[src/rtl/serial_add_pkg.sv]
// Shared types and helpers for the bit-serial adder sequencer.
package serial_add_pkg;

    // Sequencer states: waiting for operands, stepping bits, holding result.
    typedef enum logic [1:0] {
        IDLE = 2'd0,
        RUN  = 2'd1,
        DONE = 2'd2
    } state_e;

    // Bit-counter width, never narrower than one bit (WIDTH=1 still needs a flop).
    function automatic int cnt_w(input int width);
        return (width <= 2) ? 1 : $clog2(width);
    endfunction

endpackage

[src/rtl/full_adder.sv]
// One-bit full adder cell used as the bit step of the serial adder.
module full_adder (
    input  logic a_i,
    input  logic b_i,
    input  logic ci_i,
    output logic sum_o,
    output logic co_o
);

    assign sum_o = a_i ^ b_i ^ ci_i;
    assign co_o  = (a_i & b_i) | (a_i & ci_i) | (b_i & ci_i);

endmodule

[src/rtl/serial_add_sequencer.sv]
// Bit-serial WIDTH-bit adder: one full_adder cell is reused LSB first, with the
// carry held in a flop between bit steps. Operands and results use valid/ready.
// Optional feature macro: SERIAL_ADD_OVERFLOW_EN adds the out_ovf output
// (signed two's-complement overflow of the sum).
module serial_add_sequencer
    import serial_add_pkg::*;
#(
    parameter int WIDTH = 8
) (
    input  logic             clk,
    input  logic             rst,
    input  logic             in_valid,
    output logic             in_ready,
    input  logic [WIDTH-1:0] in_a,
    input  logic [WIDTH-1:0] in_b,
    input  logic             in_carry,
    output logic             out_valid,
    input  logic             out_ready,
    output logic [WIDTH-1:0] out_sum,
    output logic             out_carry,
    output logic             busy
`ifdef SERIAL_ADD_OVERFLOW_EN
    ,
    output logic             out_ovf
`endif
);

    localparam int            CW   = cnt_w(WIDTH);
    localparam logic [CW-1:0] LAST = CW'(WIDTH - 1);

    state_e           state_q;
    logic [CW-1:0]    cnt_q;
    logic [WIDTH-1:0] a_sr_q, b_sr_q, sum_q;
    logic [WIDTH-1:0] a_sr_d, b_sr_d, sum_d;
    logic             carry_q;
    logic             in_ready_q, out_valid_q, busy_q;
    logic             fa_sum, fa_co;
`ifdef SERIAL_ADD_OVERFLOW_EN
    logic             ovf_q;
`endif

    // The single bit step: current LSBs plus the carry flop.
    full_adder u_fa (
        .a_i   (a_sr_q[0]),
        .b_i   (b_sr_q[0]),
        .ci_i  (carry_q),
        .sum_o (fa_sum),
        .co_o  (fa_co)
    );

    // Next shift-register contents for one RUN step; the new sum bit enters at the MSB.
    always_comb begin
        a_sr_d = a_sr_q >> 1;
        b_sr_d = b_sr_q >> 1;
        sum_d  = (sum_q >> 1) | (WIDTH'(fa_sum) << (WIDTH - 1));
    end

    // Sequencer FSM with counter, shift registers, carry flop and registered handshake outputs.
    always_ff @(posedge clk) begin
        if (rst) begin
            state_q     <= IDLE;
            cnt_q       <= '0;
            a_sr_q      <= '0;
            b_sr_q      <= '0;
            sum_q       <= '0;
            carry_q     <= 1'b0;
            in_ready_q  <= 1'b1;
            out_valid_q <= 1'b0;
            busy_q      <= 1'b0;
`ifdef SERIAL_ADD_OVERFLOW_EN
            ovf_q       <= 1'b0;
`endif
        end else begin
            case (state_q)
                IDLE: begin
                    if (in_valid) begin
                        a_sr_q     <= in_a;
                        b_sr_q     <= in_b;
                        carry_q    <= in_carry;
                        cnt_q      <= '0;
                        sum_q      <= '0;
                        state_q    <= RUN;
                        in_ready_q <= 1'b0;
                        busy_q     <= 1'b1;
                    end
                end
                RUN: begin
                    a_sr_q  <= a_sr_d;
                    b_sr_q  <= b_sr_d;
                    sum_q   <= sum_d;
                    carry_q <= fa_co;
                    cnt_q   <= cnt_q + CW'(1);
                    if (cnt_q == LAST) begin
                        state_q     <= DONE;
                        out_valid_q <= 1'b1;
`ifdef SERIAL_ADD_OVERFLOW_EN
                        // Carry into the MSB is the carry flop before this final step.
                        ovf_q       <= carry_q ^ fa_co;
`endif
                    end
                end
                DONE: begin
                    if (out_ready) begin
                        state_q     <= IDLE;
                        out_valid_q <= 1'b0;
                        in_ready_q  <= 1'b1;
                        busy_q      <= 1'b0;
                    end
                end
                default: begin
                    state_q     <= IDLE;
                    in_ready_q  <= 1'b1;
                    out_valid_q <= 1'b0;
                    busy_q      <= 1'b0;
                end
            endcase
        end
    end

    assign in_ready  = in_ready_q;
    assign out_valid = out_valid_q;
    assign busy      = busy_q;
    assign out_sum   = sum_q;
    assign out_carry = carry_q;
`ifdef SERIAL_ADD_OVERFLOW_EN
    assign out_ovf   = ovf_q;
`endif

endmodule

[config.mk]
export PLATFORM = sky130hd
export DESIGN_NAME = serial_add_sequencer
export DESIGN_NICKNAME = d
export VERILOG_FILES = /design/src/rtl/serial_add_pkg.sv /design/src/rtl/full_adder.sv /design/src/rtl/serial_add_sequencer.sv
export SDC_FILE = /design/constraint.sdc
export NUM_CORES = 1
export LEC_CHECK = 0
export CORE_UTILIZATION = 54
export CTS_BUF_LIST = sky130_fd_sc_hd__clkbuf_2 sky130_fd_sc_hd__clkbuf_4 sky130_fd_sc_hd__clkbuf_8
export CTS_CLUSTER_DIAMETER = 50
export DETAILED_ROUTE_END_ITERATION = 10
export PLACE_DENSITY = 0.91
export SKIP_CTS_REPAIR_TIMING = 1
export SLEW_MARGIN = 20
export SYNTH_ARGS = -nofsm -noshare
export SYNTH_HDL_FRONTEND = slang
export SYNTH_SLANG_ARGS = --single-unit
[constraint.sdc]
create_clock -name clk -period 2.9 [get_ports clk]
set_input_delay 0.435 -clock clk [delete_from_list [all_inputs] [get_ports clk]]
set_output_delay 0.435 -clock clk [all_outputs]
set_load 0.005 [all_outputs]
==> metrics.md <==
| Metric | Value |
|---|---|
| Met3 WL | `209 um` |
| TritonCTS Buffers | `5` |
| Vias | `1284` |
| Die area | `2870 um2` |
| Post-synth EDFFs | `0` |
| IO Count | `33` |
| Max_cap viols | `0` |
| Root Buffer | `clkbuf_4` |
| Worst hold path class | `flop to flop` |
| Critical setup path kind | `flop to flop` |
| Worst Path Arrival | `1.95 ns` |
| Core Region | `2500 um2` |
| Power, Total | `0.000952 W` |
| Starting Density | `57.5%` |
| Metal-1 WL | `1340 um` |
| Die Y | `53.6 um` |
| Pleak | `0.676 nW` |
| Clk_lat worst skew | `0.34 ns` |
| GRT overflow | `0` |
| Routed Antenna Nets | `0` |
| Post-route DRC violation count | `0` |
| Setup repair after global routing missed its margin | `no` |
| CTS sink count | `33` |
| Fin area | `1830 um2` |
| Mapped Avg Cell Area | `9.09 um2` |
| Clock transition at path regs | `0.10 ns` |
| Max rail drop VDD | `460 uV` |
| Final Hold Fails | `0` |
| Final std cells w/o fill | `221` |
| Ant. Diodes | `0` |
| Max Freq | `0.563 GHz` |
| Pwr per Cell Area | `519 nW/um2` |
| Top cells by area, synth | `dfxtp_1 (46%), a222oi_1 (9.8%), nor2_1 (8.1%)` |
| TNS Setup | `0 ns` |
| Area Growth Syn to Fin | `27.6%` |
| Vias/cell | `5.81` |
| Primary FF master, synth | `dfxtp_1` |
| Vias in the first global route | `1226` |
| Top Metal Used | `met4` |
| Worst endpoint required time | `3.07 ns` |
| Placed Cells | `213` |
| Dpl hpwl | `2290 um` |
| Synth top area share | `46.0%` |
| FILL cells | `192` |
| Row cnt | `18` |
| Final wirelength | `3300 um` |
| Syn Nets | `182` |
| Final Setup Violations | `0` |
| Die X | `53.6 um` |
| Sequential share of the synthesized area | `46.0%` |
| Tmin final | `1.78 ns` |
| Status | `completed` |
| Avg WL per Cell | `14.9 um` |
| 1st-iter DRT viols | `73` |
| Tot GR Track Use | `25.9%` |
| Initial antenna violation count | `0` |
| Slew @ Worst Pin | `0.836 ns` |
| Pin count of the biggest net entering global routing | `34` |
| CP max FO | `14` |
| Port Buffers | `32` |
| Post-Syn Area | `1440 um2` |
| Seq cells post-synth | `33` |
| Fin crit share | `61.3%` |
| H-tree depth | `2` |
| Met2 routed WL | `1660 um` |
| Distinct cell type count of the synthesized netlist | `22` |
| Mapped Cells | `158` |
| Ys Warns | `0` |
| Share of layout cells above drive strength 1 | `6.81%` |
| Normalized max-slew margin | `44.1%` |
| Final Slew Violations | `0` |
| DRT Pass-1 Iters | `6` |
| Crit end category | `flop` |
| Net count, final | `214` |
| TritonCTS clock tree | `yes` |
| Placement Cell Area | `1760 um2` |
| Maximum clock path buffer count | `2` |
| Placer Congestion | `0.831` |
| First-pass GRT wire length | `5110 um` |
| Fraction of registers with async set/reset | `0%` |
| CP startpoint kind | `flop` |
| Largest area contributor in the netlist | `dfxtp_1` |
| Clock Skew | `0.00515 ns` |
per-stage QoR:
stage          util (%)  setup WS, ns  hold WS, ns
3_3_place_gp       70.5          1.08        0.449
2_1_floorplan         -          1.66        0.453
4_1_cts            73.3          1.14        0.486
6_report           73.3          1.12        0.483
3_5_place_dp       70.5         0.937        0.466
5_1_grt            73.3         0.997        0.501
worst max-delay path, cell delays in order, from the launching register on:
cell and delay (ns):
dfxtp_1 0.46, buf_4 0.24, nor2_1 0.64, a222oi_1 0.26
Yosys cell counts (2+ instances only):
cell,instances
nand2b_1,14
o21bai_1,2
ha_1,2
mux2i_1,2
nand2_1,3
nor3_1,2
buf_4,2
clkbuf_1,2
buf_2,7
dfxtp_1,33
a21oi_1,3
nor2b_1,18
a22oi_1,12
a222oi_1,14
nor2_1,31
inv_1,5
final timing paths:
kind / cells after the start / endpoint / slack (ns) / start
setup / recovery: 3 / b_sr_q[6]$_SDFFE_PP0P_ / 1.12 / state_q[0]$_SDFFE_PP0P_
hold / removal: 2 / out_valid$_SDFFE_PP0P_ / 0.48 / out_valid$_SDFFE_PP0P_
setup reg to reg: 3 / b_sr_q[6]$_SDFFE_PP0P_ / 1.12 / state_q[0]$_SDFFE_PP0P_
hold reg to reg: 2 / out_valid$_SDFFE_PP0P_ / 0.48 / out_valid$_SDFFE_PP0P_
where the power goes:
part	total, W	internal [W]	switching, W
Clock	0.000296	0.000140	0.000155
Sequential	0.000508	0.000486	0.0000221
Combinational	0.000148	0.0000805	0.0000675
per-layer routing:
| metal | vias up | GRT usage (%) |
|---|---|---|
| li1 | 620 | - |
| met1 | 606 | 26.2 |
| met2 | 48 | 46.5 |
| met3 | 10 | 9.04 |
| met4 | 0 | 13.6 |
| met5 | - | 0 |
area by class of cell:
| class | count | area (um2) | area share [%] |
|---|---|---|---|
| clock buffers | 7 | 65.1 | 3.55 |
| clock inverters | 1 | 5.00 | 0.273 |
| inverters | 5 | 18.8 | 1.02 |
| multi-input cells | 108 | 688 | 37.5 |
| flip-flops and latches | 33 | 661 | 36.0 |
| well taps | 30 | 37.5 | 2.05 |
| repair buffers | 37 | 358 | 19.5 |
cells in the final DEF (no fill, tap or decap), types with 2 or more instances in the layout:
cell             Yosys  final
a21oi_1              3      3
a222oi_1            14     14
a22oi_1             12     12
buf_4                2      5
clkbuf_4             0      5
clkbuf_8             0      2
clkdlybuf4s50_1      0     32
dfxtp_1             33     33
ha_1                 2      2
inv_1                5      5
mux2i_1              2      2
nand2_1              3      3
nand2b_1            14     14
nor2_1              31     31
nor2b_1             18     18
nor3_1               2      2
o21bai_1             2      2
cell families (layout without fill, tap and decap cells):
group,count (synthesis),after routing,share of synthesized area (%)
buffers and inverters,17,50,6.10
adder cells (fa/ha/maj),3,3,3.14
multiplexers,2,2,1.39
AO/OA/AOI/OAI,34,34,19.3
flip-flops,33,33,46.0
AND/OR/NAND/NOR,69,69,24.0
sequential cells by signal, summed over array words and instances (netlist names):
signal and count:
out_carry 1, a_sr_q 8, out_sum 8, in_ready 1, busy 1, cnt_q 3
state_q 2, out_valid 1, b_sr_q 8
No activity file was read; power rests on OpenSTA's default activity.
